File: src/rtl/psm_multi_channel.sv
`default_nettype none
// ============================================================================
//  Module      : psm_multi_channel
//  Description : Multi-channel pulse-skip-modulation regulator. Each channel
//                has a hysteretic IDLE/REGULATE/CLAMP_HOLD controller that
//                updates on its sample strobe, plus a free-running PWM
//                counter. Pending channels are granted by a round-robin
//                arbiter that serves emergency channels first and limits the
//                number of simultaneous requests to MAX_ON.
//  Revision    : 1.0 - initial release
// ============================================================================
module psm_multi_channel #(
  parameter int                NCH        = 2,
  parameter int                ADC_W      = 12,
  parameter int                RESOLUTION = 9,
  parameter int                DUTY       = 225,
  parameter logic [ADC_W-1:0]  V_REF      = ADC_W'(3150),
  parameter logic [ADC_W-1:0]  BASE_LOW   = ADC_W'(3100),
  parameter logic [ADC_W-1:0]  BASE_HIGH  = ADC_W'(3200),
  parameter int                EMERGENCY  = 400,
  parameter int                OVER_LIMIT = 180,
  parameter logic [ADC_W-1:0]  V_MAX      = ADC_W'(3245),
  parameter logic [3:0]        HOLD       = 4'd6,
  parameter int                MAX_ON     = NCH
) (
  input  logic                       clk,
  input  logic                       reset_in,
  input  logic [NCH*ADC_W-1:0]       volt_in,
  input  logic [NCH-1:0]             drdy_in,
  output logic [NCH-1:0]             psm_request,
  output logic [NCH*(ADC_W+1)-1:0]   error_out,
  output logic [NCH-1:0]             emergency,
  output logic [NCH-1:0]             clamp_active
);

  localparam int RR_W = (NCH > 1) ? $clog2(NCH) : 1;

  localparam logic [1:0] c_st_idle = 2'd0;
  localparam logic [1:0] c_st_reg  = 2'd1;
  localparam logic [1:0] c_st_hold = 2'd2;

  localparam logic signed [ADC_W:0] c_emg_thr  = (ADC_W+1)'(EMERGENCY);
  localparam logic signed [ADC_W:0] c_over_thr = (ADC_W+1)'(-OVER_LIMIT);
  localparam logic [RESOLUTION:0]   c_duty     = (RESOLUTION+1)'(DUTY);
  localparam logic [RR_W:0]         c_nch      = (RR_W+1)'(NCH);

  // Registered per-channel pending flags; emergency-pending is captured with
  // pend so that priority is decided on the same sample that raised pend.
  logic [NCH-1:0]  w_pend;
  logic [NCH-1:0]  w_emg_pend;
  logic [NCH-1:0]  w_grant;
  logic            w_any;
  logic [RR_W-1:0] w_last;
  logic [RR_W-1:0] w_rr_next;
  logic [RR_W-1:0] r_rr;

  for (genvar c = 0; c < NCH; c++) begin : g_ch
    logic [ADC_W-1:0]        w_volt;
    logic signed [ADC_W:0]   w_err;
    logic signed [ADC_W+1:0] w_err_x;
    logic signed [ADC_W+1:0] w_volt_x;
    logic signed [ADC_W+1:0] w_low;
    logic signed [ADC_W+1:0] w_high;
    logic                    w_clamp;
    logic                    w_emg;
    logic                    w_pwm;
    logic                    w_pend_next;
    logic                    w_clamp_act;
    logic [RESOLUTION-1:0]   r_cnt;
    logic [1:0]              r_state;
    logic [1:0]              w_state_next;
    logic [3:0]              r_timer;
    logic [3:0]              w_timer_next;
    logic                    r_pend;
    logic                    r_emg_pend;

    assign w_volt   = volt_in[c*ADC_W +: ADC_W];
    assign w_err    = $signed({1'b0, V_REF}) - $signed({1'b0, w_volt});
    assign w_err_x  = {w_err[ADC_W], w_err};
    assign w_volt_x = $signed({2'b00, w_volt});
    // Thresholds widened by one bit so large errors cannot wrap the compare.
    assign w_low    = $signed({2'b00, BASE_LOW})  - (w_err_x >>> 1);
    assign w_high   = $signed({2'b00, BASE_HIGH}) - (w_err_x >>> 2);
    assign w_clamp  = (w_err < c_over_thr) || (w_volt > V_MAX);
    assign w_emg    = (w_err > c_emg_thr);
    assign w_pwm    = ({1'b0, r_cnt} < c_duty);

    assign error_out[c*(ADC_W+1) +: ADC_W+1] = w_err;
    assign emergency[c]    = w_emg;
    assign clamp_active[c] = w_clamp_act;
    assign w_pend[c]       = r_pend;
    assign w_emg_pend[c]   = r_emg_pend;

    // Free-running PWM counter, restarted while the channel is clamped.
    always_ff @(posedge clk or posedge reset_in) begin
      if (reset_in) begin
        r_cnt <= '0;
      end else if (w_clamp) begin
        r_cnt <= '0;
      end else begin
        r_cnt <= r_cnt + RESOLUTION'(1);
      end
    end

    // Controller state register, advanced only on this channel's strobe.
    always_ff @(posedge clk or posedge reset_in) begin
      if (reset_in) begin
        r_state    <= c_st_idle;
        r_timer    <= '0;
        r_pend     <= 1'b0;
        r_emg_pend <= 1'b0;
      end else if (drdy_in[c]) begin
        r_state    <= w_state_next;
        r_timer    <= w_timer_next;
        r_pend     <= w_pend_next;
        r_emg_pend <= w_pend_next && w_emg;
      end
    end

    // Next-state logic; a clamp condition overrides every other transition.
    always_comb begin
      w_state_next = r_state;
      w_timer_next = r_timer;
      if (w_clamp) begin
        w_state_next = c_st_hold;
        w_timer_next = HOLD;
      end else begin
        case (r_state)
          c_st_idle: begin
            if (w_volt_x < w_low) w_state_next = c_st_reg;
          end
          c_st_reg: begin
            if (w_volt_x > w_high) w_state_next = c_st_idle;
          end
          c_st_hold: begin
            if (r_timer > 4'd1) begin
              w_timer_next = r_timer - 4'd1;
            end else begin
              w_state_next = c_st_idle;
              w_timer_next = '0;
            end
          end
          default: begin
            w_state_next = c_st_idle;
            w_timer_next = '0;
          end
        endcase
      end
    end

    // Outputs decoded from state: clamp flag and the pend value to capture.
    always_comb begin
      w_clamp_act = (r_state == c_st_hold);
      w_pend_next = !w_clamp && (w_state_next != c_st_hold) &&
                    (((w_state_next == c_st_reg) && w_pwm) || w_emg);
    end
  end

  // Two-pass round-robin grant: emergency-pending first, then the rest.
  always_comb begin
    logic [RR_W:0] idx;
    logic          sel;
    int            n_on;
    idx     = '0;
    sel     = 1'b0;
    n_on    = 0;
    w_grant = '0;
    w_any   = 1'b0;
    w_last  = r_rr;
    for (int pass = 0; pass < 2; pass++) begin
      for (int i = 0; i < NCH; i++) begin
        idx = {1'b0, r_rr} + (RR_W+1)'(i);
        if (idx >= c_nch) idx = idx - c_nch;
        if (pass == 0) begin
          sel = w_emg_pend[idx[RR_W-1:0]];
        end else begin
          sel = w_pend[idx[RR_W-1:0]] && !w_emg_pend[idx[RR_W-1:0]];
        end
        if (sel && (n_on < MAX_ON)) begin
          w_grant[idx[RR_W-1:0]] = 1'b1;
          n_on   = n_on + 1;
          w_last = idx[RR_W-1:0];
          w_any  = 1'b1;
        end
      end
    end
    w_rr_next = (w_last == RR_W'(NCH - 1)) ? '0 : w_last + RR_W'(1);
  end

  // Request register and round-robin pointer.
  always_ff @(posedge clk or posedge reset_in) begin
    if (reset_in) begin
      psm_request <= '0;
      r_rr        <= '0;
    end else begin
      psm_request <= w_grant;
      if (w_any) r_rr <= w_rr_next;
    end
  end

endmodule
`default_nettype wire

File: config.mk
export PLATFORM = sky130hd
export DESIGN_NAME = psm_multi_channel
export DESIGN_NICKNAME = d
export VERILOG_FILES = /design/src/rtl/psm_multi_channel.sv
export SDC_FILE = /design/constraint.sdc
export NUM_CORES = 1
export LEC_CHECK = 0
export CORE_MARGIN = 1
export CORE_UTILIZATION = 45
export DETAILED_ROUTE_END_ITERATION = 8
export GPL_TIMING_DRIVEN = 0
export PLACE_DENSITY = 0.7
export SYNTH_ARGS = -nofsm -noshare
export SYNTH_HDL_FRONTEND = slang
export SYNTH_SLANG_ARGS = --single-unit
File: constraint.sdc
create_clock -name clk -period 2.4 [get_ports clk]
set_input_delay 0.36 -clock clk [delete_from_list [all_inputs] [get_ports clk]]
set_output_delay 0.36 -clock clk [all_outputs]
set_load 0.01 [all_outputs]
=== Yosys cells after proc, flatten, opt, wreduce, memory -nomap -nowiden ===
Index checks and enable logic that the tools add are counted.

* Multipliers: 0
* Shift-type cells: 0
* $lt $le $gt $ge: 23
* Div/mod/pow operators: 0
* Eq/ne operators: 10
* Muxes and demuxes: 48
* $add $sub $neg: 16
* Bitwise operators: 3
* Reduce and logical (&&, ||, !) cells: 29

{| class="wikitable"
|+ Operator list
! kind !! number
|-
| $lt A32 B3 Y1 const B || 3
|-
| $add A32 B2 Y32 const B || 2
|-
| $mux W32 || 2
|-
| $gt A13 B14 Y1 || 2
|-
| $lt A13 B14 Y1 || 2
|-
| $sub A13 B11 Y14 const A || 2
|-
| $sub A13 B12 Y14 const A || 2
|-
| $gt A13 B10 Y1 const B || 2
|-
| $lt A13 B9 Y1 const B || 2
|-
| $sub A12 B12 Y13 const A || 2
|-
| $gt A12 B12 Y1 const B || 2
|-
| $mux W2 || 12
|-
| $mux W1 || 22
|-
| $add A9 B1 Y9 const B || 2
|-
| $lt A9 B8 Y1 const B || 2
|-
| $mux W9 || 2
|-
| $mux W4 || 4
|-
| $pmux W4 S2 || 2
|-
| $logic_and A1 B1 Y1 || 15
|-
| $pmux W2 S3 || 2
|-
| $eq A2 B1 Y1 const B || 4
|-
| $gt A4 B1 Y1 const B || 2
|-
| $sub A4 B1 Y4 const B || 2
|-
| $or A2 B2 Y2 || 3
|-
| other kinds (16) || 32
|}

* Output and inout bits: 32
* Input port bits: 28
* Register bits: 37
* ROM bits: 0
* Latch bits: 0
* Memories kept: 0
* Word-level logic and storage cells: 141
* Memory bits (writable): 0

=== Logic depth before layout (Yosys ltp) ===
* Depth in word-level cells: 16
* Mapped depth: 18
* Mapped depth without buffers: 17

=== Least setup slack after synthesis ===
OpenSTA, ideal clock, no wires.

* Path type: input port to flip-flop
* Start: in volt_in[12]
* End: reg g_ch[1].r_pend
* Required time: 2.318 ns
* Path slack: -1.180 ns
* Buffers on the path: 1
* Data arrival time: 3.498 ns
* Stages on the path: 16
* Setup time: 0.082 ns
* Path through: ha_1 -> clkbuf_1 -> a311o_2 -> a21oi_4 -> xnor2_2 -> or3_4 -> nor2_1 -> xnor2_1 -> ha_1 -> a211oi_1 -> o21bai_1 -> a21o_1 -> a221o_1 -> a31oi_1 -> a21oi_1 -> o22ai_1

* Word-level cells in the longest chain between the ends: 10
* Elaborated cells on any way between the ends: 20
* Those cells by class: add/sub: 3; order compare: 5; eq/ne: 2; mux: 4; reduce/logical: 6

{| class="wikitable"
|+ RTL lines
! what !! RTL line !! RTL
|-
| from (decl) || 28 || <nowiki>input logic [NCH*ADC_W-1:0] volt_in,</nowiki>
|-
| $sub A12 B12 Y13 (*) || 78 || <nowiki>assign w_err = $signed({1'b0, V_REF}) - $signed({1'b0, w_volt});</nowiki>
|-
| named net error_out[21] || 31 || <nowiki>output logic [NCH*(ADC_W+1)-1:0] error_out,</nowiki>
|-
| $sub A13 B11 Y14 or $sub A13 B12 Y14 (tied branches) || 83, 82 ||
|-
| $gt A13 B14 Y1 or $lt A13 B14 Y1 (tied branches) || 133, 130 ||
|-
| $mux W2, on equally long branches || 133, 130 ||
|-
| $pmux W2 S3 || 128 || <nowiki>case (r_state)</nowiki>
|-
| $mux W2 || 124 || <nowiki>if (w_clamp) begin</nowiki>
|-
| $eq A2 B1 Y1 || 155 || <nowiki>(((w_state_next == c_st_reg) && w_pwm) || w_emg);</nowiki>
|-
| $logic_and A1 B1 Y1 || 155 ||
|-
| $logic_or A1 B1 Y1 || 155 ||
|-
| $logic_and A1 B1 Y1 (*) || 154 || <nowiki>w_pend_next = !w_clamp && (w_state_next != c_st_hold) &&</nowiki>
|-
| to (signal assigned) || 115 || <nowiki>r_pend <= w_pend_next;</nowiki>
|-
| to (decl) || 74 || <nowiki>logic r_pend;</nowiki>
|}

Mark *: on every way through the listed nets, which the timed path passes. The rest lies on a longest branch.
A chain may end at the register's enable or synchronous reset.

=== Worst setup path in the final report ===
* Start: in volt_in[14]
* End: reg g_ch[1].r_state[0]

* Word-level cells in the longest chain between the ends: 6
* Elaborated cells on any way between the ends: 12
* Those cells by class: add/sub: 3; order compare: 4; mux: 4; reduce/logical: 1

{| class="wikitable"
|+ RTL lines
! what !! RTL line !! RTL
|-
| $sub A12 B12 Y13 || 78 ||
|-
| $sub A13 B11 Y14 or $sub A13 B12 Y14 (tied branches) || 83, 82 ||
|-
| $gt A13 B14 Y1 or $lt A13 B14 Y1 (tied branches) || 133, 130 ||
|-
| $mux W2, on equally long branches || 133, 130 ||
|-
| $pmux W2 S3 || 128 ||
|-
| $mux W2 (*) || 124 ||
|-
| to (signal assigned) || 108 || <nowiki>r_state <= c_st_idle;</nowiki>
|-
| to (signal assigned) || 113 || <nowiki>r_state <= w_state_next;</nowiki>
|-
| to (decl) || 70 || <nowiki>logic [1:0] r_state;</nowiki>
|}

Every way passes the cells marked *; elsewhere a longest branch is shown, timed or not.

==> impl_metrics.ini <==
[grt]
globalRouteOverflowTotal = 0
grt_pass1_wl_um = 20700
grt_max_degree = 38
grt_pass1_vias = 4639
grt_antenna_before_repair = 0
grt_use_total = 0.244

[route]
wl_per_cell_um = 15.3
via_per_inst = 5.55
drc = 0
ant_nets = 0
finalWirelength_um = 12900
dr.first_iter.drc_count = 174
num_vias = 4677
drtPass1Iterations = 4

[setup_path]
cp-end-kind = register
r2r-start = g_ch[0].r_timer[0]
cp-startpoint = volt_in[14]
reg2reg_slack_ps = 420
critical_path_class = input pin to register
crit_path_cell_trace = buf_8, buf_6, a311o_2, a21oi_4, xnor2_4, or3_4, o21ai_2, xnor2_1, ha_1, o21ai_1, o21bai_1, a21o_1, a221o_1, a31oi_2, nand4b_1, o21ai_1
cp-start-kind = input pin
cpMostUsedCell = o21ai_1
cp.arrival_ps = 3550
path_max_fanout = 5
r2r_cells = 8
cp_slowest_cell = or3_4
critPathMaxStageDelay_ps = 440
crit_required_ps = 2610
r2r_end = g_ch[0].r_timer[3]
crit_end = g_ch[1].r_state[0]

[floorplan]
ios = 60
dieArea_um2 = 10500
core_um2 = 9770
dieHeight_um = 102
start_util = 0.463
num_rows = 36
chipWidth_um = 102

[placed_design]
numPortBuffers = 59
place_congestion = 0.853
place_hpwl_um = 8300

[logic_synthesis]
async_reset_ff_frac = 1.00
synth_top_area_share = 0.204
synth-seq-cells = 37
yosysUniqueCellTypes = 68
synth_edf_count = 0
yosysMostFrequentCell = ha_1
synth_area_um2 = 4530
yosys-top-cells-count = ha_1 (66), nor2_1 (57), nand2_1 (48), inv_1 (40), xnor2_1 (38)
yosysWarnings = 0
yosysSeqAreaShare = 0.204
ys_dominant_reg_cell = dfrtp_1
yosys-top-cells-area = dfrtp_1 (20%), ha_1 (18%), xnor2_1 (7.3%)
netlist.top_cell.by_area = dfrtp_1
postSynthAreaPerCell_um2 = 8.07
synth_cells = 561

[job]
drv_cap = 0

[clocking]
cts_tree = built
cts_root_buf = clkbuf_8
cts_made_buffers = 5
clk_latency_ps = 290
hold_buffers = 0
cts_buffer_depth = 2
htreeDepth = 2
clkSlewWorstSetupHoldPaths_ps = 70
clock-sinks = 37

[timing]
worst_pin_slew_ps = 758
finalHoldViolations = 0
holdWs_ps = 498
fin_crit_sh = 1.39
relSlewSlack = 0.494
finalCriticalPeriod_ps = 3340
tns_ps = -3360
layout_setup_ws_ps = -939
fmax_ghz = 0.299
skew_ps = 7.67
finalSetupViolations = 8
drv_slew = 0
rsz0062_at_grt = true

[final_layout]
layout.nets = 803
fin_util = 0.683
nFillCells = 780
diodes = 0
drive_gt1_frac = 0.298
area_delta_synth_final_pct = 47.5

[power_and_ir_drop]
p_sw_w = 0.00164
power_frac_seq = 0.265
p_leak_nw = 3.01
ir_worst_vdd_uv = 354
p_clk_frac = 0.112
power.density_nw_per_um2 = 577
pwr-share-comb = 0.623
switching_share = 0.426
p_int_w = 0.00221

[worst_hold_path]
hp-class = register to register
min_from = g_ch[0].r_cnt[0]

[outcome]
violations = negative setup slack
status = finished with violations
[sequential cells by signal, indices dropped and copies added, names as in the netlist, named ones only]
| register | count |
|---|---|
| g_ch.r_emg_pend | 2 |
| g_ch.r_state | 4 |
| g_ch.r_cnt | 18 |
| g_ch.r_pend | 2 |
| psm_request | 2 |
| g_ch.r_timer | 8 |
[kinds of logic (layout without fill, tap and decap cells)]
| family | Yosys count | count (layout) | share of synthesized area |
|---|---|---|---|
| mux | 2 | 2 | 0.00497 |
| other cells | 1 | 2 | 0.000828 |
| buf+inv | 65 | 212 | 0.0649 |
| flops | 37 | 37 | 0.204 |
| compound gates | 135 | 135 | 0.204 |
| xor+xnor | 67 | 67 | 0.136 |
| simple gates | 188 | 188 | 0.202 |
| fa+ha+maj | 66 | 66 | 0.182 |
[through the flow]
stage	total power (W)	cells	area [um2]	setup slack [ps]
after CTS	0.00373	823	6340	-878
after detailed placement	0.00308	754	5440	-2090
after global placement	0.00299	754	5440	-2080
after floorplan	0.00248	562	4680	-1080
after global routing	0.00422	842	6680	-1110
final	0.00385	842	6680	-939
[cell usage in the layout (no fill, tap or decap), types with 9 or more instances in the layout]
master	count
ha_1	63
dlygate4sd2_1	9
dfrtp_1	37
nand3_1	19
buf_4	76
nand4_1	11
o21ai_0	20
inv_1	36
xor2_1	19
a21oi_1	22
clkdlybuf4s50_1	23
nor2_1	50
xnor2_1	27
buf_6	25
nor3_1	10
nand2_1	46
[power by group through the flow]
stage	combinational, W	clock (W)	sequential, W
floorplan	0.00150	0	0.000986
global placement	0.00198	0	0.00102
detailed placement	0.00205	0	0.00102
CTS	0.00226	0.000450	0.00102
global route	0.00270	0.000466	0.00105
finish	0.00240	0.000431	0.00102
[worst max-delay path, delay by kind of cell]
family / cells / cell delay, ps
buffers and inverters: 2 / 210
AND/OR/NAND/NOR: 2 / 550
XOR/XNOR: 2 / 260
adder cells (fa/ha/maj): 1 / 290
AO/OA/AOI/OAI: 9 / 1880
[repair_timing]
| item | in CTS | in global routing |
|---|---|---|
| gates resized for setup | 191 | 60 |
| gates cloned | 0 | 0 |
| endpoints found under the setup margin | 60 | 38 |
| buffers inserted | 65 | 22 |
| pin swaps | 51 | 27 |
[routing by layer]
layer	track usage	routed length, um
met1	0.293	5350
met2	0.459	6920
met3	0.0178	321
met4	0.0780	274
met5	0	0
[worst min path at each step]
stage	end	slack, ps	cells past startpoint
after floorplan	g_ch[1].r_cnt[0]	470	1
after global placement	g_ch[1].r_cnt[0]	490	1
after detailed placement	g_ch[1].r_cnt[0]	490	1
after CTS	g_ch[1].r_cnt[0]	500	1
after global routing	g_ch[0].r_cnt[0]	560	1
final	g_ch[0].r_cnt[0]	500	1
[layout make-up]
type / count / area [um2] / area share
clock buffers: 7 / 86.3 / 0.0129
repair buffers: 145 / 1340 / 0.201
plain buffers: 19 / 166 / 0.0249
multi-input cells: 460 / 3840 / 0.575
well taps: 133 / 166 / 0.0249
flip-flops and latches: 37 / 926 / 0.139
inverters: 41 / 154 / 0.0230
Note: power is estimated with default switching activity, not from simulation.
